===== src/rtl/full_logic_nch_pkg.sv =====
// Shared defaults and the channel-select width helpers.
// Latency: n/a (compile-time constants and functions only).
// Backpressure: n/a.
// Contents: default parameter values, ch_bits() = clog2(NUM_CH), route_width().
package full_logic_pkg;

  localparam int DEF_DATA_WIDTH    = 6;
  localparam int DEF_ADDRESS_WIDTH = 2;
  localparam int DEF_NUM_CH        = 2;
  localparam int DEF_AF_THRESH     = 3;
  localparam int DEF_AE_THRESH     = 1;

  // Number of top data bits that select the destination channel.
  function automatic int ch_bits(input int n);
    int b;
    b = 0;
    for (int i = 0; i < 31; i++) begin
      if ((1 << i) < n) b = i + 1;
    end
    return b;
  endfunction

  // Declared width of the route field; at least 1 so the signal always exists
  // even when a single channel needs no select bits.
  function automatic int route_width(input int n);
    return (ch_bits(n) == 0) ? 1 : ch_bits(n);
  endfunction

endpackage


===== src/rtl/full_logic_nch_if.sv =====
// Bundle of the push/pop/status signals between a producer/consumer and full_logic_nch.
// Latency: n/a (wires only).
// Backpressure: in_full/pause flow upstream; per-channel empty gates pops.
// Ports: master drives wr_enable/data_in/pop; slave (the block) drives data_out and all status.
interface full_logic_nch_if
  import full_logic_pkg::*;
#(
  parameter int DATA_WIDTH = DEF_DATA_WIDTH,
  parameter int NUM_CH     = DEF_NUM_CH
);

  logic                         wr_enable;
  logic [DATA_WIDTH-1:0]        data_in;
  logic [NUM_CH-1:0]            pop;
  logic [NUM_CH*DATA_WIDTH-1:0] data_out;
  logic [NUM_CH-1:0]            empty;
  logic [NUM_CH-1:0]            almost_empty;
  logic [NUM_CH-1:0]            almost_full;
  logic                         in_full;
  logic                         pause;
  logic [NUM_CH-1:0]            error;
  logic                         error_in;

  modport master (
    output wr_enable, data_in, pop,
    input  data_out, empty, almost_empty, almost_full, in_full, pause, error, error_in
  );

  modport slave (
    input  wr_enable, data_in, pop,
    output data_out, empty, almost_empty, almost_full, in_full, pause, error, error_in
  );

endinterface


===== src/rtl/full_logic_nch_fifo_sync.sv =====
// Synchronous FIFO with combinational head word, occupancy count and threshold flags.
// Latency: pushed word is visible at head_dat the cycle after the push edge.
// Backpressure: push ignored while full, pop ignored while empty (caller decides policy).
// Ports: clk/reset, push+push_dat, pop, head_dat, count, full/empty/almost_full/almost_empty.
module fifo_sync
  import full_logic_pkg::*;
#(
  parameter int DATA_WIDTH    = DEF_DATA_WIDTH,
  parameter int ADDRESS_WIDTH = DEF_ADDRESS_WIDTH,
  parameter int AF_THRESH     = DEF_AF_THRESH,
  parameter int AE_THRESH     = DEF_AE_THRESH
) (
  input  logic                     clk,
  input  logic                     reset,
  input  logic                     push,
  input  logic [DATA_WIDTH-1:0]    push_dat,
  input  logic                     pop,
  output logic [DATA_WIDTH-1:0]    head_dat,
  output logic [ADDRESS_WIDTH:0]   count,
  output logic                     full,
  output logic                     empty,
  output logic                     almost_full,
  output logic                     almost_empty
);

  localparam int DEPTH = 1 << ADDRESS_WIDTH;
  localparam int CW    = ADDRESS_WIDTH + 1;

  logic [DATA_WIDTH-1:0]    mem [DEPTH];
  logic [ADDRESS_WIDTH-1:0] wr_ptr;
  logic [ADDRESS_WIDTH-1:0] rd_ptr;
  logic                     push_ok;
  logic                     pop_ok;

  assign full         = (count == CW'(DEPTH));
  assign empty        = (count == '0);
  assign almost_full  = (count >= CW'(AF_THRESH));
  assign almost_empty = (count <= CW'(AE_THRESH));

  assign push_ok  = push & ~full;
  assign pop_ok   = pop & ~empty;
  assign head_dat = mem[rd_ptr];

  // Storage carries no reset; validity is tracked purely by count.
  always_ff @(posedge clk) begin
    if (push_ok) mem[wr_ptr] <= push_dat;
  end

  // Pointers are ADDRESS_WIDTH bits so they wrap modulo depth for free.
  always_ff @(posedge clk) begin
    if (reset) begin
      wr_ptr <= '0;
      rd_ptr <= '0;
      count  <= '0;
    end else begin
      if (push_ok) wr_ptr <= wr_ptr + 1'b1;
      if (pop_ok)  rd_ptr <= rd_ptr + 1'b1;
      count <= count + CW'(push_ok) - CW'(pop_ok);
    end
  end

endmodule


===== src/rtl/full_logic_nch.sv =====
// One input FIFO demultiplexed by the word's top bits into NUM_CH output FIFOs.
// Latency: push at edge k -> output FIFO at k+1 -> data_out after the pop edge (k+2 earliest).
// Backpressure: blocked head stalls all later words; in_full drops pushes; pause = any almost_full.
// Ports: clk, reset (sync, active-high), bus (slave modport of full_logic_nch_if).
module full_logic_nch
  import full_logic_pkg::*;
#(
  parameter int DATA_WIDTH    = DEF_DATA_WIDTH,
  parameter int ADDRESS_WIDTH = DEF_ADDRESS_WIDTH,
  parameter int NUM_CH        = DEF_NUM_CH,
  parameter int AF_THRESH     = DEF_AF_THRESH,
  parameter int AE_THRESH     = DEF_AE_THRESH
) (
  input  logic                clk,
  input  logic                reset,
  full_logic_nch_if.slave     bus
);

  localparam int CH_BITS = ch_bits(NUM_CH);
  localparam int RW      = route_width(NUM_CH);
  localparam logic [RW:0] NUM_CH_V = (RW + 1)'(NUM_CH);

  // Input FIFO
  logic                   in_pop;
  logic [DATA_WIDTH-1:0]  in_head;
  logic                   in_empty;
  logic                   in_full_w;
  logic [ADDRESS_WIDTH:0] in_count_unused;
  logic                   in_af_unused;
  logic                   in_ae_unused;

  // Routing
  logic [RW-1:0]          route;
  logic                   route_bad;

  // Output FIFOs
  logic [NUM_CH-1:0]      out_push;
  logic [NUM_CH-1:0]      out_pop;
  logic [NUM_CH-1:0]      out_full;
  logic [NUM_CH-1:0]      out_empty;
  logic [NUM_CH-1:0]      out_af;
  logic [NUM_CH-1:0]      out_ae;
  logic [DATA_WIDTH-1:0]  out_head [NUM_CH];

  // Registered outputs
  logic [NUM_CH*DATA_WIDTH-1:0] data_out_q;
  logic [NUM_CH-1:0]            error_q;
  logic                         error_in_q;

  fifo_sync #(
    .DATA_WIDTH    (DATA_WIDTH),
    .ADDRESS_WIDTH (ADDRESS_WIDTH),
    .AF_THRESH     (AF_THRESH),
    .AE_THRESH     (AE_THRESH)
  ) u_in_fifo (
    .clk          (clk),
    .reset        (reset),
    .push         (bus.wr_enable),
    .push_dat     (bus.data_in),
    .pop          (in_pop),
    .head_dat     (in_head),
    .count        (in_count_unused),
    .full         (in_full_w),
    .empty        (in_empty),
    .almost_full  (in_af_unused),
    .almost_empty (in_ae_unused)
  );

  generate
    if (NUM_CH == 1) begin : g_route_one
      assign route     = '0;
      assign route_bad = 1'b0;
    end else begin : g_route_multi
      assign route     = in_head[DATA_WIDTH-1 -: CH_BITS];
      // Only reachable when NUM_CH is not a power of two.
      assign route_bad = ({1'b0, route} >= NUM_CH_V);
    end
  endgenerate

  // Transfer decision uses start-of-cycle full flags only, so a same-cycle
  // pop on the destination never makes room for the head word.
  always_comb begin
    out_push = '0;
    in_pop   = 1'b0;
    if (!in_empty) begin
      if (route_bad) begin
        in_pop = 1'b1;
      end else begin
        for (int i = 0; i < NUM_CH; i++) begin
          if (route == RW'(i) && !out_full[i]) begin
            out_push[i] = 1'b1;
            in_pop      = 1'b1;
          end
        end
      end
    end
  end

  assign out_pop = bus.pop & ~out_empty;

  generate
    for (genvar g = 0; g < NUM_CH; g++) begin : g_ch
      fifo_sync #(
        .DATA_WIDTH    (DATA_WIDTH),
        .ADDRESS_WIDTH (ADDRESS_WIDTH),
        .AF_THRESH     (AF_THRESH),
        .AE_THRESH     (AE_THRESH)
      ) u_out_fifo (
        .clk          (clk),
        .reset        (reset),
        .push         (out_push[g]),
        .push_dat     (in_head),
        .pop          (out_pop[g]),
        .head_dat     (out_head[g]),
        .count        (),
        .full         (out_full[g]),
        .empty        (out_empty[g]),
        .almost_full  (out_af[g]),
        .almost_empty (out_ae[g])
      );
    end
  endgenerate

  always_ff @(posedge clk) begin
    if (reset) begin
      data_out_q <= '0;
      error_q    <= '0;
      error_in_q <= 1'b0;
    end else begin
      for (int i = 0; i < NUM_CH; i++) begin
        if (bus.pop[i]) begin
          if (!out_empty[i]) data_out_q[i*DATA_WIDTH +: DATA_WIDTH] <= out_head[i];
          else               error_q[i] <= 1'b1;
        end
      end
      if ((bus.wr_enable && in_full_w) || (!in_empty && route_bad)) error_in_q <= 1'b1;
    end
  end

  assign bus.data_out     = data_out_q;
  assign bus.empty        = out_empty;
  assign bus.almost_empty = out_ae;
  assign bus.almost_full  = out_af;
  assign bus.in_full      = in_full_w;
  assign bus.pause        = |out_af;
  assign bus.error        = error_q;
  assign bus.error_in     = error_in_q;

endmodule

===== src/flat_wrapper.sv =====
// flat-port wrapper written by rule: the top's interface ports become plain ports
module full_logic_nch_flat import full_logic_pkg::*;
#(
  parameter int DATA_WIDTH    = DEF_DATA_WIDTH,
  parameter int ADDRESS_WIDTH = DEF_ADDRESS_WIDTH,
  parameter int NUM_CH        = DEF_NUM_CH,
  parameter int AF_THRESH     = DEF_AF_THRESH,
  parameter int AE_THRESH     = DEF_AE_THRESH
)
  (clk, reset, bus_wr_enable, bus_data_in, bus_pop, bus_data_out, bus_empty, bus_almost_empty, bus_almost_full, bus_in_full, bus_pause, bus_error, bus_error_in);
  full_logic_nch_if #(.DATA_WIDTH(DATA_WIDTH), .NUM_CH(NUM_CH)) bus_i ();
  input  logic clk;
  input  logic reset;
  input wire logic [$bits(bus_i.wr_enable)-1:0] bus_wr_enable;
  input wire logic [$bits(bus_i.data_in)-1:0] bus_data_in;
  input wire logic [$bits(bus_i.pop)-1:0] bus_pop;
  output wire logic [$bits(bus_i.data_out)-1:0] bus_data_out;
  output wire logic [$bits(bus_i.empty)-1:0] bus_empty;
  output wire logic [$bits(bus_i.almost_empty)-1:0] bus_almost_empty;
  output wire logic [$bits(bus_i.almost_full)-1:0] bus_almost_full;
  output wire logic [$bits(bus_i.in_full)-1:0] bus_in_full;
  output wire logic [$bits(bus_i.pause)-1:0] bus_pause;
  output wire logic [$bits(bus_i.error)-1:0] bus_error;
  output wire logic [$bits(bus_i.error_in)-1:0] bus_error_in;
  assign bus_i.wr_enable = bus_wr_enable;
  assign bus_i.data_in = bus_data_in;
  assign bus_i.pop = bus_pop;
  assign bus_data_out = bus_i.data_out;
  assign bus_empty = bus_i.empty;
  assign bus_almost_empty = bus_i.almost_empty;
  assign bus_almost_full = bus_i.almost_full;
  assign bus_in_full = bus_i.in_full;
  assign bus_pause = bus_i.pause;
  assign bus_error = bus_i.error;
  assign bus_error_in = bus_i.error_in;
  full_logic_nch #(.DATA_WIDTH(DATA_WIDTH), .ADDRESS_WIDTH(ADDRESS_WIDTH), .NUM_CH(NUM_CH), .AF_THRESH(AF_THRESH), .AE_THRESH(AE_THRESH)) u_core (.clk(clk), .reset(reset), .bus(bus_i));
endmodule

===== config.mk =====
export PLATFORM = sky130hd
export DESIGN_NAME = full_logic_nch_flat
export DESIGN_NICKNAME = d
export VERILOG_FILES = /design/src/rtl/full_logic_nch_pkg.sv /design/src/rtl/full_logic_nch_if.sv /design/src/rtl/full_logic_nch_fifo_sync.sv /design/src/rtl/full_logic_nch.sv /design/src/flat_wrapper.sv
export SDC_FILE = /design/constraint.sdc
export NUM_CORES = 1
export LEC_CHECK = 0
export CAP_MARGIN = 30
export CORE_ASPECT_RATIO = 0.9
export CORE_MARGIN = 1
export CORE_UTILIZATION = 55
export CTS_BUF_LIST = sky130_fd_sc_hd__clkbuf_16
export DETAILED_ROUTE_END_ITERATION = 8
export PLACE_DENSITY = 0.73
export SETUP_SLACK_MARGIN = 0.05
export SLEW_MARGIN = 40
export SYNTH_ARGS = -nofsm -noshare
export SYNTH_HDL_FRONTEND = slang
export SYNTH_HIERARCHICAL = 1
export SYNTH_SLANG_ARGS = --single-unit

===== constraint.sdc =====
create_clock -name clk -period 3.85 [get_ports clk]
set_input_delay 0.77 -clock clk [delete_from_list [all_inputs] [get_ports clk]]
set_output_delay 0.77 -clock clk [all_outputs]
set_load 0.02 [all_outputs]

Yosys cells after proc, flatten, opt, wreduce, memory -nomap -nowiden
Memory sizes are Yosys's and may differ from the RTL's. A register that Yosys moved wholly into a read port is not among the register bits.
Index checks and enable logic that the tools add are counted.
- bits in registers: 24
- memories: 3
- logic and storage cells: 75
- memory bits (writable): 72
- output and inout bits: 23
- input port bits: 11
- muxes and demuxes: 13
- eq/ne operators: 3
- bitwise gates (word level): 15
- order comparisons: 4
- add/subtract/negate cells: 12
- reduce and logical (&&, ||, !) cells: 13
- memories (memory ; words ; bits a word ; read ports ; clocked after memory_dff ; wr ports ; RTL line ; RTL):
    u_core.g_ch[0].u_out_fifo.mem ; 4 ; 6 ; 1 ; 1 ; 1 ; full_logic_nch_fifo_sync.sv:29 ; logic [DATA_WIDTH-1:0] mem [DEPTH];
    u_core.g_ch[1].u_out_fifo.mem ; 4 ; 6 ; 1 ; 1 ; 1 ; full_logic_nch_fifo_sync.sv:29 ;
    u_core.u_in_fifo.mem ; 4 ; 6 ; 1 ; 1 ; 1 ; full_logic_nch_fifo_sync.sv:29 ;
- operator list (cell ; count):
    $add A2 B1 Y2 const B ; 6
    $mux W1 ; 10
    $add A3 B1 Y3 ; 3
    $eq A3 B3 Y1 const B ; 3
    $logic_not A3 Y1 ; 3
    $sub A3 B1 Y3 ; 3
    $reduce_and A2 Y1 ; 4
    $not A1 Y1 ; 7
    $and A1 B1 Y1 ; 6
    $ge A3 B2 Y1 const B ; 2
    $le A3 B1 Y1 const B ; 2
    $mux W2 ; 3
    $logic_and A1 B1 Y1 ; 3
    $and A2 B2 Y2 ; 1
    $logic_not A1 Y1 ; 2
    $not A2 Y2 ; 1
    $reduce_or A2 Y1 ; 1

Longest topological paths before layout
- depth in word-level cells: 9
- gate-level depth with buffers: 13
- depth with buffers taken out: 12

Modules after synthesis
Netlist, hierarchy kept.
- modules (own cells, without submodules) (module ; sequential area each (um^2) ; cells each ; area each (um^2) ; times used):
    fifo_sync at u_core.g_ch[1].u_out_fifo ... ; 900.9 ; 89 ; 1390.1 ; 2
    fifo_sync at u_core.g_ch[0].u_out_fifo ; 900.9 ; 88 ; 1402.6 ; 1
    full_logic_nch ; 300.3 ; 66 ; 679.4 ; 1

Worst setup path after synthesis
No wires, ideal clock.
- kind: register -> register
- start: register u_core.g_ch[0].u_out_fifo.count[1]
- end: register u_core.g_ch[0].u_out_fifo.count[2]
- stages on the path, launching flop included: 12
- library setup time: 126 ps
- data arrival time: 2740 ps
- required time: 3724 ps
- period minus slack after synthesis: 2867 ps
- path slack: 983 ps
- path buffers: 0
- cell sequence: dfxtp_1 -> nor3_1 -> and2b_4 -> o31ai_1 -> inv_1 -> ha_1 -> inv_1 -> ha_1 -> inv_1 -> fa_1 -> xnor2_1 -> nor2_1
- elaborated cells on any way between the ends: 14
- those cells by class: 2 x add/sub; 1 x eq/ne; 2 x mux; 6 x bitwise; 3 x reduce/logical
- RTL lines (element ; RTL line ; RTL):
    start: declaration ; full_logic_nch_fifo_sync.sv:19 ; output logic [ADDRESS_WIDTH:0] count,
    start signal: assignment ; full_logic_nch_fifo_sync.sv:58 ; count <= count + CW'(push_ok) - CW'(pop_ok);
    $logic_not A3 Y1 ; full_logic_nch_fifo_sync.sv:36 ; assign empty = (count == '0);
    via bus_empty[0] ; flat_wrapper.sv:18 ; output wire logic [$bits(bus_i.empty)-1:0] bus_empty;
    $not A2 Y2 ; full_logic_nch.sv:99 ; assign out_pop = bus.pop & ~out_empty;
    $and A2 B2 Y2 ; full_logic_nch.sv:99 ;
    via u_core.out_pop[0] ; full_logic_nch.sv:38 ; logic [NUM_CH-1:0] out_pop;
    $and A1 B1 Y1 ; full_logic_nch_fifo_sync.sv:41 ; assign pop_ok = pop & ~empty;
    via u_core.g_ch[0].u_out_fifo.pop_ok ; full_logic_nch_fifo_sync.sv:33 ; logic pop_ok;
    $sub A3 B1 Y3 ; full_logic_nch_fifo_sync.sv:58 ;
The timed path passes the listed nets, and every way through them passes these cells.
A chain may end at the register's enable or synchronous reset.

==> key figures <==
Outcome
  • Status: completed

Clock tree
  • Clock slew at reported path FFs: 60 ps
  • CTS Sinks: 114
  • Clk root buf: clkbuf_16
  • Postcts setup bufs: 0
  • Htree depth: 4
  • Insertion delay to the later sink of the worst-skew pair: 400 ps
  • CTS Buf Count: 17
  • Worst-case clock buffer depth: 2
  • Hold buffers post-CTS: 0
  • CTS tree: built
  • CTS resizes: 0

Drt
  • Post-route ant nets: 0
  • WL/cell: 15.67 um
  • Via count: 2659
  • Pre-antenna DRT Iters: 4
  • Initial DRC count: 107
  • Routed Wire Length: 7898 um
  • Drt drc: 0
  • Vias per cell: 5.276

Floorplan
  • Die Y: 90.76 um
  • Die area: just over 0.009 mm2
  • Die width: 100.6 um
  • Num rows: 32
  • Initial Util: 56.46%
  • Core ar.: 0.008528 mm2
  • Ports: 34

Logic synthesis
  • Syn Inst Count: 326
  • Synthesized cell area: slightly below 0.005 mm2
  • Avg Inst Size Synth: 14.77 um2
  • YS warnings: 6
  • Syn_nets: 365

Critical path
  • Crit end category: flop
  • Most frequent CP cell: inv_1
  • Setup CP Type: flop to flop
  • CP max FO: 12
  • Capturing point of the worst reg2reg path: u_core/g_ch[0].u_out_fifo/count[2]
  • Buf/Inv on CP: 3
  • Startpoint types: flop
  • Worst setup path end: u_core/g_ch[0].u_out_fifo/count[2]
  • CP arrival: 3370 ps
  • Reg2Reg Setup Slack: 750 ps
  • Worst-path cell chain: mux4_2 -> nor3_1 -> nor2b_4 -> inv_1 -> ha_1 -> inv_1 -> ha_1 -> inv_1 -> fa_1 -> xnor2_1 -> nor2_1
  • Worst r2r path cells: 11
  • Crit-path leading delay family: adder cells
  • WP data required: 4120 ps
  • CP peak stage delay: 700 ps
  • Slowest CP cell: mux4_2
  • Levels on crit path: 11

Cells and area
  • Post-Layout Cell Count: 504
  • # diodes: 0
  • Layout cells sized above 1: 17.40%
  • Area grow syn2layout: 20.82%
  • Nets: ~400
  • Post-Route Utilization: 68.21%
  • Layout fillers: 593

STA
  • Max Slew Vio Count: 0
  • Slew HR: about two thirds
  • Setup-failing EPs final: 0
  • Fmax: 322.6 MHz
  • Final Hold Vio Count: 0
  • Final period demand of the worst path: between 3000 and 4000 ps
  • RSZ-0062 raised after global routing: no
  • Slew @ Worst Pin: 519.5 ps
  • Fin Hold WS: 461.7 ps
  • Setup TNS: 0 ps
  • Final period utilization: 80.52%
  • Final Skew: 9.408 ps

Placement
  • GP Congestion: about 0.70
  • Port bufs: 33
  • Dpl hpwl: between 5000 and 6000 um
  • Dpl cells: 472

Power
  • Total power: 4366 uW
  • Power per Cell Area: between 700 and 800 mW/mm2
  • Peak VDD IR: about 0.44 mV
  • Static Leakage: 0.002099 uW

Min path
  • Hold/Removal Path Class: flop to flop

GRT
  • Pin count of the biggest net entering global routing: 56
  • Total GRT Usage: approximately a fifth
  • Vias in the first global route: 2700
  • Initial antenna violation count: 0
  • GR Overflow Total: 0
  • First-pass GRT wire length: 13380 um

Job
  • Max-Cap Viols: 0
-- flip-flops by register name (all words and copies together) (netlist names), 2 cells and up, named ones only --
signal	count
u_core/bus.data_out	12
u_core/bus.error	2
u_core/g_ch.u_out_fifo/count	6
u_core/g_ch.u_out_fifo/mem	48
u_core/g_ch.u_out_fifo/rd_ptr	4
u_core/g_ch.u_out_fifo/wr_ptr	4
u_core/u_in_fifo/count	3
u_core/u_in_fifo/mem	24
u_core/u_in_fifo/rd_ptr	2
u_core/u_in_fifo/wr_ptr	2
-- layer usage --
layer / track usage (%) / vias up / wire length (um)
met5: 0 / - / 0
met4: 8.454 / 0 / 97
met3: 5.728 / 10 / 370
met2: 30.59 / 72 / 3726
met1: 26.50 / 1296 / 3704
li1: - / 1281 / -
-- cell type report --
class,count,area [um2],share of cell area [%]
clock buffer,17,425.4,7.313
clock inverter,15,131.4,2.259
inverter,26,97.59,1.678
multi-input combinational,178,1665,28.63
sequential,114,3003,51.62
tap,119,148.9,2.560
timing repair buffer,35,345.3,5.937
-- worst min path at each step --
| stage | from | end | slack (ps) | cells past startpoint |
|---|---|---|---|---|
| finish | u_core/bus.data_out[11] | u_core/bus.data_out[11] | 460 | 2 |
| global placement | u_core/bus.error_in | u_core/bus.error_in | 450 | 2 |
| floorplan | u_core/g_ch[0].u_out_fifo/rd_ptr[1] | flop | 460 | 2 |
| detailed placement | u_core/bus.data_out[11] | u_core/bus.data_out[11] | 450 | 2 |
| global route | u_core/bus.data_out[11] | u_core/bus.data_out[11] | 490 | 2 |
| CTS | u_core/bus.data_out[11] | u_core/bus.data_out[11] | 470 | 2 |
-- placed cells by master (no fill, tap or decap), types with 5 or more instances in the layout --
cell type	instances
a21oi_1	8
ha_1	25
edfxtp_1	72
clkdlybuf4s50_1	33
inv_1	26
and2_1	8
clkbuf_16	17
o21ai_0	7
mux4_2	18
nand4bb_1	12
or3_1	5
nand2_1	7
o21ai_1	10
dfxtp_1	42
nor2_1	19
nand2b_1	18
-- report_power, final --
part           switching (uW)  total [uW]  internal [uW]
Combinational             611        1170            562
Sequential                159        1750           1590
Clock                     550        1440            891
Total                    1320        4370           3050
-- metrics by stage --
step	setup slack (ps)	cell area (um2)
after floorplan	983.3	4815
after global placement	836.5	5260
after detailed placement	792.6	5260
after CTS	737.9	5817
after global routing	495.3	5817
final	750.2	5817
-- worst reg2reg max path: cells and delay by family, from the launching register on --
kind	cells	cell delay, ps
simple gates	3	490
xor+xnor	1	180
mux	1	700
buf+inv	3	190
fa+ha+maj	3	820
flops	1	590
Note: power is estimated with default switching activity, not from simulation.
